### src/rtl/dsp_dot_sequencer_if.sv
// Bundle of the operand stream, the result stream and the DSP slice
// drive/return signals used by dsp_dot_sequencer.
// slave  : the sequencer side (drives the slice, consumes operands).
// master : the environment side (operand source, result sink, slice P).
interface dsp_dot_sequencer_if;
    // operand stream
    logic        in_valid;
    logic        in_ready;
    logic [17:0] in_a;
    logic [17:0] in_b;

    // slice drive and return
    logic [17:0] dsp_A;
    logic [17:0] dsp_B;
    logic [7:0]  dsp_OPMODE;
    logic        dsp_CE;
    logic [47:0] dsp_P;

    // result stream
    logic        out_valid;
    logic        out_ready;
    logic [47:0] out_data;

    modport slave (
        input  in_valid, in_a, in_b, dsp_P, out_ready,
        output in_ready, dsp_A, dsp_B, dsp_OPMODE, dsp_CE, out_valid, out_data
    );

    modport master (
        output in_valid, in_a, in_b, dsp_P, out_ready,
        input  in_ready, dsp_A, dsp_B, dsp_OPMODE, dsp_CE, out_valid, out_data
    );
endinterface

### src/rtl/dsp_dot_sequencer.sv
// Streaming dot-product sequencer feeding a DSP48A1-style slice
// (A1REG=B1REG=MREG=PREG=OPMODEREG=1). One multiply is issued per accepted
// operand pair; OPMODE is delayed by OPM_DLY CE-qualified stages so it meets
// the product at the slice post-adder. After the last pair the slice is
// clocked P_LAT-1 more cycles with HOLD, then frozen (CE=0) while P is
// offered as the result. Freezing via CE is the only stall mechanism, so
// input bubbles and output backpressure never disturb the accumulation.
module dsp_dot_sequencer #(
    parameter int LEN     = 8,
    parameter int P_LAT   = 3,
    parameter int OPM_DLY = 1
) (
    input  logic               clk,
    input  logic               rst,
    dsp_dot_sequencer_if.slave bus
);

    localparam int IDX_W  = (LEN > 1)   ? $clog2(LEN)       : 1;
    localparam int DCNT_W = (P_LAT > 2) ? $clog2(P_LAT - 1) : 1;

    localparam logic [7:0] OPM_START = 8'h01; // X=M, Z=0
    localparam logic [7:0] OPM_ACC   = 8'h09; // X=M, Z=P
    localparam logic [7:0] OPM_HOLD  = 8'h08; // X=0, Z=P

    typedef enum logic [1:0] {
        S_FEED  = 2'd0,
        S_DRAIN = 2'd1,
        S_OUT   = 2'd2
    } state_t;

    state_t              state_q, state_d;
    logic [IDX_W-1:0]    idx_q, idx_d;
    logic [DCNT_W-1:0]   dcnt_q, dcnt_d;

    logic                ce;
    logic [17:0]         a_drv;
    logic [17:0]         b_drv;
    logic [7:0]          opm_push;

    // Taps of the OPMODE delay line; the last tap feeds the slice.
    logic [OPM_DLY-1:0][7:0] opm_tap;

    // State register: FSM state, pair index and drain counter.
    always_ff @(posedge clk or posedge rst) begin
        if (rst) begin
            state_q <= S_FEED;
            idx_q   <= '0;
            dcnt_q  <= '0;
        end else begin
            state_q <= state_d;
            idx_q   <= idx_d;
            dcnt_q  <= dcnt_d;
        end
    end

    // Next-state logic and slice drive; CE and OPMODE push are decided here.
    always_comb begin
        state_d   = state_q;
        idx_d     = idx_q;
        dcnt_d    = dcnt_q;
        ce        = 1'b0;
        a_drv     = '0;
        b_drv     = '0;
        opm_push  = OPM_HOLD;
        bus.in_ready  = 1'b0;
        bus.out_valid = 1'b0;

        case (state_q)
            S_FEED: begin
                bus.in_ready = 1'b1;
                if (bus.in_valid) begin
                    ce       = 1'b1;
                    a_drv    = bus.in_a;
                    b_drv    = bus.in_b;
                    opm_push = (idx_q == '0) ? OPM_START : OPM_ACC;
                    if (idx_q == IDX_W'(LEN - 1)) begin
                        state_d = S_DRAIN;
                        idx_d   = '0;
                        dcnt_d  = '0;
                    end else begin
                        idx_d = idx_q + IDX_W'(1);
                    end
                end
            end

            S_DRAIN: begin
                // Keep clocking the slice with zero operands so the last
                // product reaches P; HOLD keeps the sum intact.
                ce       = 1'b1;
                opm_push = OPM_HOLD;
                dcnt_d   = dcnt_q + DCNT_W'(1);
                if (dcnt_q == DCNT_W'(P_LAT - 2)) begin
                    state_d = S_OUT;
                end
            end

            S_OUT: begin
                // Slice frozen, so P (and out_data) is stable until taken.
                bus.out_valid = 1'b1;
                if (bus.out_ready) begin
                    state_d = S_FEED;
                    idx_d   = '0;
                end
            end

            default: begin
                state_d = S_FEED;
                idx_d   = '0;
                dcnt_d  = '0;
            end
        endcase
    end

    // OPMODE delay line: each stage advances only when the slice is clocked.
    for (genvar gi = 0; gi < OPM_DLY; gi++) begin : g_opm
        logic [7:0] stage_q, stage_d;
        logic [7:0] stage_src;

        if (gi == 0) begin : g_first
            assign stage_src = opm_push;
        end else begin : g_rest
            assign stage_src = opm_tap[gi-1];
        end

        // Shift-enable mux for this stage.
        always_comb begin
            stage_d = stage_q;
            if (ce) begin
                stage_d = stage_src;
            end
        end

        // Stage register.
        always_ff @(posedge clk or posedge rst) begin
            if (rst) begin
                stage_q <= 8'h00;
            end else begin
                stage_q <= stage_d;
            end
        end

        assign opm_tap[gi] = stage_q;
    end

    assign bus.dsp_CE     = ce;
    assign bus.dsp_A      = a_drv;
    assign bus.dsp_B      = b_drv;
    assign bus.dsp_OPMODE = opm_tap[OPM_DLY-1];
    assign bus.out_data   = bus.dsp_P;

endmodule

### src/flat_wrapper.sv
// flat-port wrapper written by rule: the top's interface ports become plain ports
module dsp_dot_sequencer_flat 
#(
    parameter int LEN     = 8,
    parameter int P_LAT   = 3,
    parameter int OPM_DLY = 1
)
  (clk, rst, bus_in_valid, bus_in_a, bus_in_b, bus_dsp_P, bus_out_ready, bus_in_ready, bus_dsp_A, bus_dsp_B, bus_dsp_OPMODE, bus_dsp_CE, bus_out_valid, bus_out_data);
  dsp_dot_sequencer_if bus_i ();
  input  logic clk;
  input  logic rst;
  input wire logic [$bits(bus_i.in_valid)-1:0] bus_in_valid;
  input wire logic [$bits(bus_i.in_a)-1:0] bus_in_a;
  input wire logic [$bits(bus_i.in_b)-1:0] bus_in_b;
  input wire logic [$bits(bus_i.dsp_P)-1:0] bus_dsp_P;
  input wire logic [$bits(bus_i.out_ready)-1:0] bus_out_ready;
  output wire logic [$bits(bus_i.in_ready)-1:0] bus_in_ready;
  output wire logic [$bits(bus_i.dsp_A)-1:0] bus_dsp_A;
  output wire logic [$bits(bus_i.dsp_B)-1:0] bus_dsp_B;
  output wire logic [$bits(bus_i.dsp_OPMODE)-1:0] bus_dsp_OPMODE;
  output wire logic [$bits(bus_i.dsp_CE)-1:0] bus_dsp_CE;
  output wire logic [$bits(bus_i.out_valid)-1:0] bus_out_valid;
  output wire logic [$bits(bus_i.out_data)-1:0] bus_out_data;
  assign bus_i.in_valid = bus_in_valid;
  assign bus_i.in_a = bus_in_a;
  assign bus_i.in_b = bus_in_b;
  assign bus_i.dsp_P = bus_dsp_P;
  assign bus_i.out_ready = bus_out_ready;
  assign bus_in_ready = bus_i.in_ready;
  assign bus_dsp_A = bus_i.dsp_A;
  assign bus_dsp_B = bus_i.dsp_B;
  assign bus_dsp_OPMODE = bus_i.dsp_OPMODE;
  assign bus_dsp_CE = bus_i.dsp_CE;
  assign bus_out_valid = bus_i.out_valid;
  assign bus_out_data = bus_i.out_data;
  dsp_dot_sequencer #(.LEN(LEN), .P_LAT(P_LAT), .OPM_DLY(OPM_DLY)) u_core (.clk(clk), .rst(rst), .bus(bus_i));
endmodule
### config.mk
export PLATFORM = sky130hd
export DESIGN_NAME = dsp_dot_sequencer_flat
export DESIGN_NICKNAME = d
export VERILOG_FILES = /design/src/rtl/dsp_dot_sequencer_if.sv /design/src/rtl/dsp_dot_sequencer.sv /design/src/flat_wrapper.sv
export SDC_FILE = /design/constraint.sdc
export NUM_CORES = 1
export LEC_CHECK = 0
export CORE_ASPECT_RATIO = 0.75
export CORE_MARGIN = 4
export CORE_UTILIZATION = 24
export DETAILED_ROUTE_END_ITERATION = 7
export GPL_ROUTABILITY_DRIVEN = 1
export PLACE_DENSITY_LB_ADDON = 0.15
export SYNTH_ARGS = -nofsm -noshare
export SYNTH_HDL_FRONTEND = slang
export SYNTH_SLANG_ARGS = --single-unit
### constraint.sdc
create_clock -name clk -period 3.3 [get_ports clk]
set_input_delay 0.495 -clock clk [delete_from_list [all_inputs] [get_ports clk]]
set_output_delay 0.495 -clock clk [all_outputs]
set_load 0.05 [all_outputs]
==> results.toml, run 1 <==
[worst_setup_path]
cp_slowest_stage_delay_ns = 0.80
critical_path.reg2reg.endpoint = "u_core.idx_q[1]$_DFFE_PP0P_"
crit_required_ns = 2.80
cp.arrival_ns = 2.09
worst-path-buf-inv = 2
worst_path_max_delay_cell = "sky130_fd_sc_hd__clkdlybuf4s50_1"
critical_path.most_common_cell = "sky130_fd_sc_hd__clkdlybuf4s50_1"
critical_path.top_delay_family = "buffers and inverters"
worst-setup-path-type = "in2out"
critical_path.max_fanout = 8
worst-r2r-setup-slack_ns = 1.79
crit_path_cell_trace = "clkdlybuf4s50_1 > o21ba_2 > clkdlybuf4s50_1"
ff2ff_path_depth = 5
end_kind = "output port"
start_kind = "primary input"
critical_path.reg2reg.startpoint = "u_core.idx_q[0]$_DFFE_PP0P_"

[placed_design]
numPlacedInstances = 224
portBuffers = 80
dp.final_hpwl_um = 2890
place.gp.congestion = 0.863

[global_route]
grt-ovfl-total = 0
grt_pass1_vias = 898
wire_length_of_the_first_global_routing_pass_um = 4830
grt_usage = 0.108
antenna_found_initial = 0
grt_max_degree = 38

[clocking]
hold_buffers = 0
post_cts.repair.setup_buffers = 0
worstSkewPairLatency_ns = 0.23
tritoncts = "built"
cts_clk_pin_slew_worst_paths_ns = 0.04
max-clock-path-buffers = 2
numCtsBuffers = 3
tritoncts_num_sinks = 8
cts_root_buf = "sky130_fd_sc_hd__clkbuf_8"
post_cts_resize_count = 0
htreeDepth = 1

[power_and_ir_drop]
power-per-cell-area_mw_per_mm2 = 684
vdd_ir_drop_max_v = 0.000340
total_leakage_power_uw = 0.000844

[timing]
max_freq_mhz = 387
maxSlewViolCount = 0
timing.max_slew.rel_slack = 0.665
timing.setup.tns_ns = 0
skew_ns = 0.00358
period_minus_slack_ns = 2.58
unrepaired_setup_endpoints_after_global_routing = "no"
timing_hold_violations_final = 0
finalCritPeriodShare = 0.782
tightest_slew_ns = 0.501
setup_violations = 0

[floorplan]
die_height_um = 67.2
core-area_mm2 = 0.00449
floorplan.io_pins = 183
start_util = 0.249
std_cell_rows = 21
design.die.area_mm2 = 0.00583
chipWidth_um = 86.9

[yosys]
synth_area_leader_cell = "sky130_fd_sc_hd__buf_4"
netlist_instances = 140
postSynthRegisterBits = 8
ys_dominant_reg_cell = "sky130_fd_sc_hd__dfrtp_1"
synth_area_mm2 = 0.00112
synthArstFlopShare = 1.00
synthesis.area_per_instance_um2 = 8.00
synth.yosys.seq_area_share = 0.179
yosysUniqueCellTypes = 26
synth_top_area_frac = 0.362
synth_edf_count = 0
yosysWarningCount = 0
ys_top_cells_by_area = "sky130_fd_sc_hd__buf_4 (36%), sky130_fd_sc_hd__and2_1 (20%), sky130_fd_sc_hd__dfrtp_1 (18%)"

[detailed_routing]
average_routed_wire_per_standard_cell_um = 15.0
post-route-drc-count = 0
detail_route.iter0.violations = 19
drt_pre_antenna_iters = 4
average_vias_per_placed_instance = 4.25
vias = 964
final_antenna_net_count = 0
wirelength_um = 3410

[final_layout]
final_core_util = 0.439
layout.area.seq_um2 = 200
post_route_cells_drive_above_1_share = 0.247
diodes = 0
multi_input_area_um2 = 459
final_cells = 227
layout-area-overhead-vs-synth_pct = 76.0
mostFrequentLayoutCell = "sky130_fd_sc_hd__clkdlybuf4s50_1"
fill_cells = 424
finish.net_count = 263
mostFrequentLayoutCells = "sky130_fd_sc_hd__clkdlybuf4s50_1 (44), sky130_fd_sc_hd__and2_1 (36), sky130_fd_sc_hd__buf_12 (36)"

[outcome]
status = "finished, final reports clean"

[job]
max_cap_violations = 0

[worst_hold_path]
number_of_cells_on_the_worst_hold_path = 1
hold_path.startpoint = "u_core.dcnt_q$_DFFE_PP0P_"
worstHoldEndpoint = "u_core.dcnt_q$_DFFE_PP0P_"
hold_class = "reg2reg"
==> cell families after synthesis <==
| kind of cell | count (synthesis) | synth area share |
|---|---|---|
| flops | 8 | 0.179 |
| buf+inv | 67 | 0.428 |
| compound gates | 13 | 0.0838 |
| other cells | 1 | 0.00335 |
| simple gates | 48 | 0.273 |
| fa+ha+maj | 3 | 0.0335 |
==> report_power, final <==
group	leakage [uW]	internal [uW]	switching, uW
logic	0.000726	473	572
clock network	0.0000216	79.0	39.1
registers	0.0000965	136	48.7
==> worst max-delay path by stage <==
stage / end / from / cells past startpoint / slack, ns
floorplan: bus_dsp_B[10] / bus_in_valid / 3 / 1.41
global placement: bus_dsp_CE / bus_in_valid / 3 / 0.74
detailed placement: bus_dsp_CE / bus_in_valid / 3 / 0.71
CTS: bus_dsp_CE / bus_in_valid / 3 / 0.72
global route: bus_dsp_CE / bus_in_valid / 3 / 0.66
finish: bus_dsp_CE / bus_in_valid / 3 / 0.72
==> cells in the mapped netlist, types with 2 or more instances <==
library cell                 n
sky130_fd_sc_hd__and2_1     36
sky130_fd_sc_hd__a21oi_1     2
sky130_fd_sc_hd__ha_1        3
sky130_fd_sc_hd__nor2_1      4
sky130_fd_sc_hd__dfrtp_1     8
sky130_fd_sc_hd__a31oi_1     3
sky130_fd_sc_hd__inv_1       8
sky130_fd_sc_hd__buf_6       3
sky130_fd_sc_hd__buf_4      54
sky130_fd_sc_hd__o2bb2ai_1   2
sky130_fd_sc_hd__buf_2       2
==> worst register-to-register path: stages, from the launching register on <==
cell and delay [ns]:
sky130_fd_sc_hd__dfrtp_1 0.42, sky130_fd_sc_hd__ha_1 0.23, sky130_fd_sc_hd__ha_1 0.22, sky130_fd_sc_hd__nor4bb_1 0.31
sky130_fd_sc_hd__a31oi_1 0.08, sky130_fd_sc_hd__o2bb2ai_1 0.17
==> layer usage <==
layer	up-vias	global-route usage	wire, um
met5	-	0	0
li1	438	-	-
met3	11	0.0622	543
met4	0	0.0389	51
met2	95	0.164	1510
met1	420	0.127	1300
==> layout make-up <==
type | instances | area share
multi-input cells | 70 | 0.233
repair buffers | 81 | 0.593
flip-flops and latches | 8 | 0.102
well taps | 57 | 0.0362
inverters | 8 | 0.0152
clock buffers | 3 | 0.0210
==> flip-flops by register name, summed over array words and instances, names as in the netlist <==
register               flops
u_core.dcnt_q              1
u_core.state_q             2
u_core.bus.dsp_OPMODE      2
u_core.idx_q               3
==> metrics by stage <==
step	setup WS (ns)	hold slack (ns)	area, um^2	power, uW
3_3_place_gp	0.740	0.455	1930	1220
3_5_place_dp	0.713	0.458	1930	1230
6_report	0.718	0.462	1970	1350
2_1_floorplan	1.41	0.311	1140	918
5_1_grt	0.663	0.477	1970	1420
4_1_cts	0.721	0.464	1970	1360
No activity file was read; power rests on OpenSTA's default activity.
==> inputs of run 2 (changes only) <==
- CORE_UTILIZATION: 24 -> 22
- clock period: 3.3 -> 2.7 ns (I/O delays scaled with it)
==> results.toml, run 2 (synthesized netlist as in run 1, its figures left out) <==
[outcome]
status = "finished, final reports clean"

[detailed_routing]
final_antenna_net_count = 0
detail_route.iter0.violations = 13
vias = 961
post-route-drc-count = 0
wirelength_um = 3280
average_routed_wire_per_standard_cell_um = 14.2
drt_pre_antenna_iters = 4
average_vias_per_placed_instance = 4.16

[worst_setup_path]
cp.arrival_ns = 1.87
end_kind = "output port"
cp_slowest_stage_delay_ns = 0.59
critical_path.max_fanout = 27
critical_path.reg2reg.startpoint = "u_core.idx_q[0]$_DFFE_PP0P_"
critical_path.reg2reg.endpoint = "u_core.idx_q[1]$_DFFE_PP0P_"
ff2ff_path_depth = 5
worst_path_max_delay_cell = "sky130_fd_sc_hd__clkdlybuf4s50_1"
worst-r2r-setup-slack_ns = 1.22
critical_path.top_delay_family = "buffers and inverters"
worst-path-buf-inv = 3
worst-setup-path-type = "in2out"
crit_required_ns = 2.30
start_kind = "primary input"
crit_path_cell_trace = "clkdlybuf4s50_1 > nor3b_4 > buf_4 > and2_1 > buf_12"

[floorplan]
design.die.area_mm2 = 0.00631
die_height_um = 69.8
floorplan.io_pins = 183
chipWidth_um = 90.4
std_cell_rows = 22
start_util = 0.229
core-area_mm2 = 0.00490

[timing]
timing.max_slew.rel_slack = 0.663
maxSlewViolCount = 0
max_freq_mhz = 439
tightest_slew_ns = 0.503
finalCritPeriodShare = 0.844
period_minus_slack_ns = 2.28
setup_violations = 0
unrepaired_setup_endpoints_after_global_routing = "no"
timing.setup.tns_ns = 0
skew_ns = 0.00512
timing_hold_violations_final = 0

[global_route]
grt_usage = 0.0968
antenna_found_initial = 0
grt_max_degree = 28
grt_pass1_vias = 938
grt-ovfl-total = 0
wire_length_of_the_first_global_routing_pass_um = 4980

[power_and_ir_drop]
p_sw_uw = 795
pwr-share-clk = 0.089
report.power.total_uw = 1640
netSwitchingFraction = 0.485
total_leakage_power_uw = 0.000850
p_comb_frac = 0.776
vdd_ir_drop_max_v = 0.000390
p_seq_frac = 0.136
power-per-cell-area_mw_per_mm2 = 828
power.internal_uw = 845

[clocking]
cts_root_buf = "sky130_fd_sc_hd__clkbuf_8"
post_cts_resize_count = 0
max-clock-path-buffers = 2
tritoncts = "built"
numCtsBuffers = 3
htreeDepth = 1
cts_clk_pin_slew_worst_paths_ns = 0.04
worstSkewPairLatency_ns = 0.23
hold_buffers = 0
post_cts.repair.setup_buffers = 0
tritoncts_num_sinks = 8

[final_layout]
fill_cells = 471
mostFrequentLayoutCell = "sky130_fd_sc_hd__clkdlybuf4s50_1"
diodes = 0
layout.area.seq_um2 = 200
regMostFlops = "u_core.idx_q"
post_route_cells_drive_above_1_share = 0.257
final_cells = 231
post-route-cell-area_mm2 = 0.00198
largest_register_ffs = 3
mostFrequentLayoutCells = "sky130_fd_sc_hd__clkdlybuf4s50_1 (43), sky130_fd_sc_hd__and2_1 (36), sky130_fd_sc_hd__buf_12 (36)"
layout-area-overhead-vs-synth_pct = 76.8
multi_input_area_um2 = 459
finish.net_count = 264

[placed_design]
place.gp.congestion = 0.787
dp.final_hpwl_um = 2900
numPlacedInstances = 228
placed_cell_area_mm2 = 0.00194
portBuffers = 80

[job]
max_cap_violations = 0

[worst_hold_path]
hold_class = "in2async"
==> run 2: cell types whose count changed in the layout (fill, tap and decap cells not counted) <==
| cell | previous run | this run |
|---|---|---|
| sky130_fd_sc_hd__clkdlybuf4s50_1 | 44 | 43 |
| sky130_fd_sc_hd__buf_4 | 1 | 3 |
==> run 2: final cells by class <==
type                    instances  area share
inverters                       8      0.0152
repair buffers                 82       0.593
flip-flops and latches          8       0.101
well taps                      60      0.0379
clock buffers                   3      0.0209
multi-input cells              70       0.232
==> run 2: worst max path at each step <==
| stage | startpoint | to | slack [ns] | depth (start not counted) |
|---|---|---|---|---|
| 2_1_floorplan | u_core.state_q[1]$_DFFE_PP0P_ | bus_dsp_B[10] | 0.98 | 3 |
| 3_3_place_gp | bus_in_valid | bus_dsp_B[5] | 0.42 | 5 |
| 3_5_place_dp | bus_in_valid | bus_dsp_B[5] | 0.40 | 5 |
| 4_1_cts | bus_in_valid | bus_dsp_B[5] | 0.40 | 5 |
| 5_1_grt | bus_in_valid | bus_dsp_B[5] | 0.30 | 5 |
| 6_report | bus_in_valid | bus_dsp_B[5] | 0.42 | 5 |
==> run 2: per-layer routing <==
layer | GRT usage | vias up | wire length [um]
li1 | - | 441 | -
met1 | 0.108 | 410 | 1270
met2 | 0.155 | 104 | 1550
met3 | 0.0607 | 6 | 436
met4 | 0.0255 | 0 | 28
met5 | 0 | - | 0
==> run 2: through the flow <==
stage / hold slack [ns] / worst slack (ns) / util
floorplan: 0.221 / 0.984 / -
global placement: 0.458 / 0.420 / 0.396
detailed placement: 0.459 / 0.401 / 0.396
CTS: 0.447 / 0.401 / 0.404
global route: 0.476 / 0.300 / 0.404
finish: 0.432 / 0.422 / 0.404
==> run 2: worst reg2reg max path, stage by stage (launching register included) <==
cell	delay, ns
sky130_fd_sc_hd__dfrtp_1	0.42
sky130_fd_sc_hd__ha_1	0.22
sky130_fd_sc_hd__ha_1	0.22
sky130_fd_sc_hd__nor4bb_1	0.30
sky130_fd_sc_hd__a31oi_1	0.07
sky130_fd_sc_hd__o2bb2ai_1	0.16
==> run 2: power groups by stage <==
stage / Sequential (uW) / Combinational [uW] / Clock, uW
4_1_cts: 223 / 1290 / 151
5_1_grt: 231 / 1340 / 155
6_report: 222 / 1270 / 145
2_1_floorplan: 226 / 896 / 0
3_5_place_dp: 225 / 1280 / 0
3_3_place_gp: 223 / 1280 / 0
==> inputs of run 3 (changes only) <==
- clock period: 2.7 -> 2.1 ns (I/O delays scaled with it)
==> results.toml, run 3 (synthesized netlist as in run 1, its figures left out) <==
[floorplan]
die_height_um = 69.8
chipWidth_um = 90.4
std_cell_rows = 22
floorplan.io_pins = 183
core-area_mm2 = 0.00490
design.die.area_mm2 = 0.00631
start_util = 0.229

[detailed_routing]
average_routed_wire_per_standard_cell_um = 14.2
met3_length_um = 416
drt_pre_antenna_iters = 4
max_layer_used = "met4"
average_vias_per_placed_instance = 4.20
post-route-drc-count = 0
detail_route.iter0.violations = 12
met1Wirelength_um = 1320
met2RoutedLength_um = 1510
final_antenna_net_count = 0
wirelength_um = 3290
vias = 971

[power_and_ir_drop]
total_leakage_power_uw = 0.000861
power-per-cell-area_mw_per_mm2 = 1070
vdd_ir_drop_max_v = 0.000623
report.power.total_uw = 2130

[final_layout]
finish.net_count = 264
mostFrequentLayoutCells = "sky130_fd_sc_hd__clkdlybuf4s50_1 (41), sky130_fd_sc_hd__buf_12 (38), sky130_fd_sc_hd__and2_1 (36)"
diodes = 0
mostFrequentLayoutCell = "sky130_fd_sc_hd__clkdlybuf4s50_1"
regMostFlops = "u_core.idx_q"
layout-area-overhead-vs-synth_pct = 78.5
post_route_cells_drive_above_1_share = 0.269
fill_cells = 457
multi_input_area_um2 = 459
layout.area.seq_um2 = 200
largest_register_ffs = 3
final_core_util = 0.408

[worst_setup_path]
crit_path_cell_trace = "nor3b_4 > buf_12 > and2_1 > buf_12"
critical_path.max_fanout = 37
crit_required_ns = 1.78
end_kind = "output port"
worst-r2r-setup-slack_ns = 0.62
start_kind = "flop"
worst_path_max_delay_cell = "sky130_fd_sc_hd__dfrtp_1"
critical_path.most_common_cell = "sky130_fd_sc_hd__buf_12"
cp.arrival_ns = 1.58
critical_path.top_delay_family = "flip-flops"
worst-path-buf-inv = 2
cp_slowest_stage_delay_ns = 0.51
worst-setup-path-type = "reg2out"

[timing]
timing.max_slew.rel_slack = 0.664
max_freq_mhz = 527
timing.setup.tns_ns = 0
setup_violations = 0
skew_ns = 0.00820
tightest_slew_ns = 0.502
maxSlewViolCount = 0
finalCritPeriodShare = 0.904
unrepaired_setup_endpoints_after_global_routing = "no"
period_minus_slack_ns = 1.90
timing_hold_violations_final = 0

[global_route]
grt_pass1_vias = 903
grt_max_degree = 38
grt_usage = 0.0977
wire_length_of_the_first_global_routing_pass_um = 5090
antenna_found_initial = 0
grt-ovfl-total = 0

[placed_design]
portBuffers = 80
dp.final_hpwl_um = 2910
place.gp.congestion = 0.783

[worst_hold_path]
hold_class = "in2async"

[clocking]
cts_root_buf = "sky130_fd_sc_hd__clkbuf_8"
tritoncts = "built"
post_cts.repair.setup_buffers = 0
post_cts_resize_count = 0
cts_clk_pin_slew_worst_paths_ns = 0.04
tritoncts_num_sinks = 8
hold_buffers = 0
numCtsBuffers = 3
worstSkewPairLatency_ns = 0.23
htreeDepth = 1
max-clock-path-buffers = 2

[job]
max_cap_violations = 0

[outcome]
status = "finished, final reports clean"
## run 3: changes by cell type in the layout (fill, tap and decap cells not counted), sizes merged
cell	change
buf	+2
clkdlybuf4s50	-2
## run 3: final timing paths
kind                                          startpoint                          end  cells after the start
hold / removal                                       rst  u_core.idx_q[1]$_DFFE_PP0P_                      2
max in group asynchronous                            rst    u_core.dcnt_q$_DFFE_PP0P_                      2
setup / recovery           u_core.state_q[1]$_DFFE_PP0P_                 bus_dsp_B[5]                      4
setup reg to reg             u_core.idx_q[0]$_DFFE_PP0P_  u_core.idx_q[1]$_DFFE_PP0P_                      5
min in group clk               u_core.dcnt_q$_DFFE_PP0P_    u_core.dcnt_q$_DFFE_PP0P_                      1
hold reg to reg                u_core.dcnt_q$_DFFE_PP0P_    u_core.dcnt_q$_DFFE_PP0P_                      1
## run 3: worst register-to-register path: stages, from the launching register on
cell and delay (ns):
sky130_fd_sc_hd__dfrtp_1 0.42, sky130_fd_sc_hd__ha_1 0.23, sky130_fd_sc_hd__ha_1 0.23, sky130_fd_sc_hd__nor4bb_1 0.28
sky130_fd_sc_hd__a31oi_1 0.07, sky130_fd_sc_hd__o2bb2ai_1 0.17
## run 3: per-layer routing
| metal | GRT usage | vias up |
|---|---|---|
| met5 | 0 | - |
| met4 | 0.0306 | 0 |
| met3 | 0.0510 | 8 |
| met2 | 0.159 | 101 |
| met1 | 0.111 | 421 |
| li1 | - | 441 |
## run 3: layout make-up
class,instances,share of cell area
inverter,8,0.0150
tap,60,0.0375
sequential,8,0.100
multi-input combinational,70,0.230
clock buffer,3,0.0207
timing repair buffer,82,0.597
## run 3: power by group
group	switching (uW)	total [uW]	internal, uW	leakage, uW
Clock	61.5	186	124	0.0000216
Combinational	890	1660	767	0.000743
Sequential	74.4	287	213	0.0000965
## run 3: through the flow
stage               setup slack, ns  area, um^2  hold WS (ns)  instances
floorplan                     0.460        1140         0.131        145
global placement              0.193        1960         0.455        228
detailed placement            0.185        1960         0.459        228
CTS                           0.183        2000         0.354        231
global route                 0.0972        2000         0.379        231
finish                        0.203        2000         0.340        231
